==> config.mk <==
export PLATFORM = sky130hd
export DESIGN_NAME = seq_shift_add_multiplier
export DESIGN_NICKNAME = d
export VERILOG_FILES = /design/src/rtl/seq_shift_add_multiplier.sv
export SDC_FILE = /design/constraint.sdc
export NUM_CORES = 1
export LEC_CHECK = 0
export ABC_AREA = 1
export BUFFER_PORTS_ARGS = -buffer_cell sky130_fd_sc_hd__buf_2
export CORE_MARGIN = 10
export CORE_UTILIZATION = 38
export CTS_CLUSTER_SIZE = 14
export DETAILED_ROUTE_END_ITERATION = 8
export HOLD_SLACK_MARGIN = 0.02
export SLEW_MARGIN = 20
export SYNTH_ARGS = -nofsm -noshare
export SYNTH_HDL_FRONTEND = slang
export SYNTH_SLANG_ARGS = --single-unit
==> constraint.sdc <==
create_clock -name clk -period 1.79 [get_ports clk]
set_clock_uncertainty 0.1 [all_clocks]
set_input_delay 0.2685 -clock clk [delete_from_list [all_inputs] [get_ports clk]]
set_output_delay 0.2685 -clock clk [all_outputs]
set_load 0.02 [all_outputs]
==> src/rtl/seq_shift_add_multiplier.sv <==
// Unsigned N x N shift-and-add multiplier: one N-bit add per cycle, and a
// 2N-bit product {A,Q} after N iterations.
module seq_shift_add_multiplier #(
    parameter int unsigned N = 4
) (
    input  logic           clk,
    input  logic           rst_n,
    input  logic           start,
    input  logic [N-1:0]   multiplicand,
    input  logic [N-1:0]   multiplier,
    output logic           busy,
    output logic           done,
    output logic [2*N-1:0] product
);

    localparam int unsigned CW = $clog2(N + 1);

    typedef enum logic [1:0] {
        S_IDLE,
        S_RUN,
        S_DONE
    } state_t;

    state_t         state_q, state_d;
    logic [N-1:0]   m_q, m_d;
    logic [N-1:0]   a_q, a_d;
    logic [N-1:0]   q_q, q_d;
    logic [CW-1:0]  count_q, count_d;
    logic [N-1:0]   addend;
    logic [N:0]     sum;

    always_ff @(posedge clk) begin
        if (!rst_n) begin
            state_q <= S_IDLE;
            m_q     <= '0;
            a_q     <= '0;
            q_q     <= '0;
            count_q <= '0;
        end else begin
            state_q <= state_d;
            m_q     <= m_d;
            a_q     <= a_d;
            q_q     <= q_d;
            count_q <= count_d;
        end
    end

    // The adder carry is shifted straight into A's MSB, so a separate C
    // register would only ever hold 0 between iterations.
    always_comb begin
        state_d = state_q;
        m_d     = m_q;
        a_d     = a_q;
        q_d     = q_q;
        count_d = count_q;
        addend  = q_q[0] ? m_q : '0;
        sum     = {1'b0, a_q} + {1'b0, addend};

        unique case (state_q)
            S_IDLE: begin
                if (start) begin
                    m_d     = multiplicand;
                    q_d     = multiplier;
                    a_d     = '0;
                    count_d = CW'(N);
                    state_d = S_RUN;
                end
            end
            S_RUN: begin
                a_d     = sum[N:1];
                q_d     = {sum[0], q_q[N-1:1]};
                count_d = count_q - CW'(1);
                if (count_q == CW'(1)) begin
                    state_d = S_DONE;
                end
            end
            S_DONE: begin
                state_d = S_IDLE;
            end
            default: begin
                state_d = S_IDLE;
            end
        endcase
    end

    assign busy    = (state_q != S_IDLE);
    assign done    = (state_q == S_DONE);
    assign product = {a_q, q_q};

endmodule

* Word level (Yosys, flattened, before mapping)
Cells that the tools add are included.
W data, S select, Z words.
** Cells by class
- $add $sub $neg :: 2
- Reductions and logical operators :: 6
- Multiplexer cells :: 10
- Equality and inequality tests :: 5
** Operators by type and width (number)
- $pmux W4 S2 :: 2
- $mux W4 :: 3
- $pmux W3 S2 :: 1
- $reduce_and A2 Y1 :: 3
- $add A4 B4 Y5 :: 1
- $mux W2 :: 2
- $ne A2 B2 Y1 const B :: 2
- $pmux W2 S2 :: 1
- $reduce_bool A2 Y1 :: 2
- $eq A3 B1 Y1 const B :: 1
- $mux W3 :: 1
- $sub A3 B1 Y3 const B :: 1
- $eq A2 B1 Y1 const B :: 1
- $eq A2 B2 Y1 const B :: 1
- $logic_not A2 Y1 :: 1
** Word-level totals
- Output and inout port bits :: 10
- Input port bits :: 11
- Bits in registers :: 17
- Word-level logic and storage cells :: 28

* Depth between registers and ports, before layout
- Depth in word-level cells :: 3
- Gate-level depth with buffers :: 10
- Mapped depth without buffers :: 10

* Worst setup path after synthesis
OpenSTA, ideal clock, no wires.
- Kind :: reg-to-reg
- From :: register q_q[0]
- To :: register a_q[3]
- Clock period less this slack :: 1.694 ns
- Data required time :: 1.621 ns
- Arrival time :: 1.525 ns
- Library setup time :: 0.069 ns
- Cell stages (with the launch flop) :: 11
- Path slack :: 0.096 ns
- Path buffers :: 0
- Path through :: dfxtp_1 -> nand2_1 -> inv_1 -> ha_1 -> inv_1 -> fa_1 -> inv_1 -> nand2_1 -> nand2_1 -> a21oi_1 -> o21ai_1
** On the way
- Longest elaborated chain between the ends :: 3
** RTL lines
- from (decl) :: RTL line 27 : logic [N-1:0] q_q, q_d;
- from (signal assigned) :: RTL line 43 : q_q <= q_d;
- $mux W4 :: RTL line 56 : addend = q_q[0] ? m_q : '0;
- $add A4 B4 Y5 :: RTL line 57 : sum = {1'b0, a_q} + {1'b0, addend};
- $pmux W4 S2 :: RTL line 59 : unique case (state_q)
- to (signal assigned) :: RTL line 36 : a_q <= '0;
- to (signal assigned) :: RTL line 42 : a_q <= a_d;
- to (decl) :: RTL line 26 : logic [N-1:0] a_q, a_d;
No other way between the ends.
A chain may end at the register's enable or synchronous reset.

* Final worst setup path
Ends and elaborated chain as after synthesis.

==> metrics.json <==
{
  "grt_setup_unrepaired": {"value": "false"},
  "grt_start_max_net_pins": {"value": 16},
  "synth.yosys.seq_area_share": {"value": 38.2, "unit": "%"},
  "hold_start": {"value": "multiplicand[1]"},
  "initial_drc_count": {"value": 23},
  "drt_pass1_iterations": {"value": 4},
  "synth_area_per_cell": {"value": 7.30, "unit": "um2"},
  "synthTopCellsByArea": {"value": "sky130_fd_sc_hd__dfxtp_1 38%, sky130_fd_sc_hd__nand2_1 10%, sky130_fd_sc_hd__ha_1 8.4%, sky130_fd_sc_hd__nor2_1 7.6%, sky130_fd_sc_hd__o21ai_0 7.3%"},
  "worst_pin_slew": {"value": 240, "unit": "ps"},
  "via_count_of_the_first_global_routing_pass": {"value": 748},
  "detail-route-antenna-nets": {"value": 0},
  "cts_tree": {"value": "done"},
  "synth_cell_type_count": {"value": 20},
  "maxCapViolCount": {"value": 0},
  "number_of_buffer_cells_added_on_primary_ports": {"value": 20},
  "design.die.area": {"value": 4680, "unit": "um2"},
  "cts.hold.buffers_added": {"value": 0},
  "final_hold_viol_count": {"value": 0},
  "finalInstanceArea": {"value": 1050, "unit": "um2"},
  "detail_route.wl_per_cell": {"value": 11.2, "unit": "um"},
  "clockRootBuffer": {"value": "sky130_fd_sc_hd__clkbuf_4"},
  "clockBufferDepth": {"value": 2},
  "crit_path_end_kind": {"value": "register"},
  "finalCritPeriodShare": {"value": 90.6, "unit": "%"},
  "floorplan.die.width": {"value": 68.4, "unit": "um"},
  "filler_cell_count": {"value": 244},
  "routed_wire_length": {"value": 1.94, "unit": "mm"},
  "power_density": {"value": 778, "unit": "nW/um2"},
  "number_of_antenna_violations_at_the_first_check_in_global_routing": {"value": 0},
  "cts_buffers": {"value": 3},
  "postSynthRegisterBits": {"value": 17},
  "detailed_place_hpwl": {"value": 1.57, "unit": "mm"},
  "totalNegativeSetupSlack": {"value": 0, "unit": "ps"},
  "drive_above_1_share": {"value": 23.4, "unit": "%"},
  "crit_path_max_incr_delay": {"value": 400, "unit": "ps"},
  "syn-num-nets": {"value": 140},
  "crit_path_cell_trace": {"value": "nand2_1 > inv_1 > ha_1 > inv_1 > fa_1 > inv_1 > nand2_1 > nand2_1 > a21oi_1 > o21ai_1"},
  "pre_cts_ws": {"value": 120, "unit": "ps"},
  "fp.dieH": {"value": 68.4, "unit": "um"},
  "min_path_type": {"value": "in2reg"},
  "mean_number_of_vias_per_cell": {"value": 4.73},
  "power_leakage": {"value": 0.554, "unit": "nW"},
  "family_with_the_most_delay_on_the_worst_path": {"value": "adder cells"},
  "design.portCount": {"value": 21},
  "synthesis.yosys.warnings": {"value": 0},
  "worst-path-buf-inv": {"value": 3},
  "worst-endpoint-required": {"value": 1920, "unit": "ps"},
  "finalWorstPathRequiredPeriod": {"value": 1620, "unit": "ps"},
  "dr_total_vias": {"value": 818},
  "starting_density": {"value": 39.9, "unit": "%"},
  "critPathLaunchType": {"value": "register"},
  "result_of_the_run": {"value": "finished clean"},
  "row_count": {"value": 17},
  "detail_route.drc_violations": {"value": 0},
  "timing.reg2reg.setup_slack": {"value": 170, "unit": "ps"},
  "layout.nets": {"value": 164},
  "syn-instance-count": {"value": 122},
  "floorplan.core_area": {"value": 2230, "unit": "um2"},
  "clkSinkCount": {"value": 17},
  "slew_headroom": {"value": 84.0, "unit": "%"},
  "grt_first_pass_wirelength": {"value": 3.35, "unit": "mm"},
  "global_route.usage.total": {"value": 9.27, "unit": "%"},
  "mappedNetlistArea": {"value": 891, "unit": "um2"},
  "postPlaceCellArea": {"value": 1020, "unit": "um2"},
  "antennaDiodeCount": {"value": 0},
  "max_freq": {"value": 617, "unit": "MHz"},
  "clkTransAtPathRegs": {"value": 100, "unit": "ps"},
  "ir_worst_vdd": {"value": 0.518, "unit": "mV"},
  "report.final.setup_viol": {"value": 0},
  "crit-reg2reg-launch": {"value": "q_q[0]$_SDFFE_PN0P_"},
  "synth_top_cell_area_share": {"value": 38.2, "unit": "%"},
  "grt.overflow.total": {"value": 0},
  "post-route-worst-setup-slack": {"value": 169, "unit": "ps"},
  "timing.critical_path.slowest_stage_cell": {"value": "sky130_fd_sc_hd__fa_1"},
  "synth_top_area_cell": {"value": "sky130_fd_sc_hd__dfxtp_1"},
  "cp_data_arrival_time": {"value": 1750, "unit": "ps"},
  "path_max_fanout": {"value": 6},
  "gp_congestion": {"value": 0.813},
  "cts_h_tree_lvls": {"value": 1},
  "kind_of_critical_path": {"value": "reg2reg"},
  "area_growth": {"value": 18.0, "unit": "%"},
  "finish.utilization": {"value": 47.1, "unit": "%"},
  "clk-insertion-delay-late": {"value": 290, "unit": "ps"},
  "worst_setup_path_start": {"value": "q_q[0]$_SDFFE_PN0P_"},
  "finalMaxSlewViolations": {"value": 0}
}
## registers in the layout, summed over array words and instances (netlist names)
name     flops
m_q          4
count_q      3
state_q      2
a_q          4
q_q          4
## cells in the mapped netlist (all sizes together)
master	instances
clkbuf	1
inv	17
nand3	9
dfxtp	17
fa	1
o21ai	14
nand2	28
ha	6
nor3	1
xnor2	1
clkinv	2
nor2	18
a21oi	7
## worst min-delay path, stage by stage
cell and delay, ps:
sky130_fd_sc_hd__buf_2 70, sky130_fd_sc_hd__o21ai_0 70, sky130_fd_sc_hd__nor2_1 70
## timing repair
| action | CTS | global route |
|---|---|---|
| gates resized for setup | 0 | 2 |
| setup buffers | 0 | 0 |
| endpoints found under the setup margin | 0 | 2 |
## stage by stage
stage          total power, W  std cells  hold slack (ps)
3_5_place_dp         0.000625        169              374
4_1_cts              0.000831        173              116
3_3_place_gp         0.000623        169              363
2_1_floorplan        0.000567        122              307
6_report             0.000818        173              123
5_1_grt              0.000876        173              137
## kinds of logic (layout without fill, tap and decap cells)
| kind of cell | count (synthesis) | count (layout) | synth area share [%] |
|---|---|---|---|
| xor+xnor | 1 | 1 | 0.983 |
| flops | 17 | 17 | 38.2 |
| simple gates | 56 | 56 | 28.7 |
| compound gates | 21 | 21 | 12.2 |
| buf+inv | 20 | 43 | 9.27 |
| fa+ha+maj | 7 | 7 | 10.7 |
## routing by layer
metal  share of wire [%]  wire [um]  global-route usage [%]  vias up
met5                   0          0                       0        -
met4                   0          0                    3.77        0
met3                 4.7         91                    2.45        0
met2                  50        962                    15.1       16
met1                  46        886                    11.3      368
li1                    -          -                       -      434
## cells in the final DEF, fill, tap and decap left out
master / Yosys / final
sky130_fd_sc_hd__ha_1: 6 / 6
sky130_fd_sc_hd__a21oi_1: 6 / 6
sky130_fd_sc_hd__clkinv_2: 1 / 1
sky130_fd_sc_hd__dfxtp_4: 0 / 1
sky130_fd_sc_hd__clkinv_4: 1 / 1
sky130_fd_sc_hd__nand3_4: 1 / 1
sky130_fd_sc_hd__o21ai_1: 1 / 1
sky130_fd_sc_hd__nand3_1: 8 / 8
sky130_fd_sc_hd__nand2_1: 24 / 24
sky130_fd_sc_hd__fa_1: 1 / 1
sky130_fd_sc_hd__xnor2_1: 1 / 1
sky130_fd_sc_hd__a21oi_2: 1 / 1
sky130_fd_sc_hd__nand2_4: 2 / 2
sky130_fd_sc_hd__inv_2: 2 / 2
sky130_fd_sc_hd__clkbuf_1: 0 / 1
sky130_fd_sc_hd__nor2_1: 18 / 18
sky130_fd_sc_hd__inv_1: 15 / 15
sky130_fd_sc_hd__buf_2: 0 / 20
sky130_fd_sc_hd__nand2_2: 2 / 2
sky130_fd_sc_hd__clkbuf_4: 0 / 3
sky130_fd_sc_hd__o21ai_0: 13 / 13
sky130_fd_sc_hd__nor3_1: 1 / 1
sky130_fd_sc_hd__dfxtp_1: 17 / 16
## report_power, final
part,total [W],switching [W],internal [W]
Clock,0.000205,0.000118,0.0000866
Sequential,0.000435,0.0000244,0.000411
Combinational,0.000178,0.000114,0.0000645
## final timing paths
| kind | end | cells past startpoint |
|---|---|---|
| hold reg to reg | state_q[1]$_SDFFE_PN0P_ | 1 |
| setup / recovery | a_q[3]$_SDFFE_PN0P_ | 10 |
| hold / removal | m_q[1]$_SDFFE_PN0P_ | 3 |
| setup reg to reg | a_q[3]$_SDFFE_PN0P_ | 10 |
## area by class of cell
class                           count  area, um2  area share, %
Multi-Input combinational cell     85        468           44.5
Sequential cell                    17        344           32.7
Timing Repair Buffer               20        100           9.52
Inverter                           19       77.6           7.38
Tap cell                           28       35.0           3.33
Clock buffer                        4       26.3           2.50
Power figures use the tool's default switching activity.
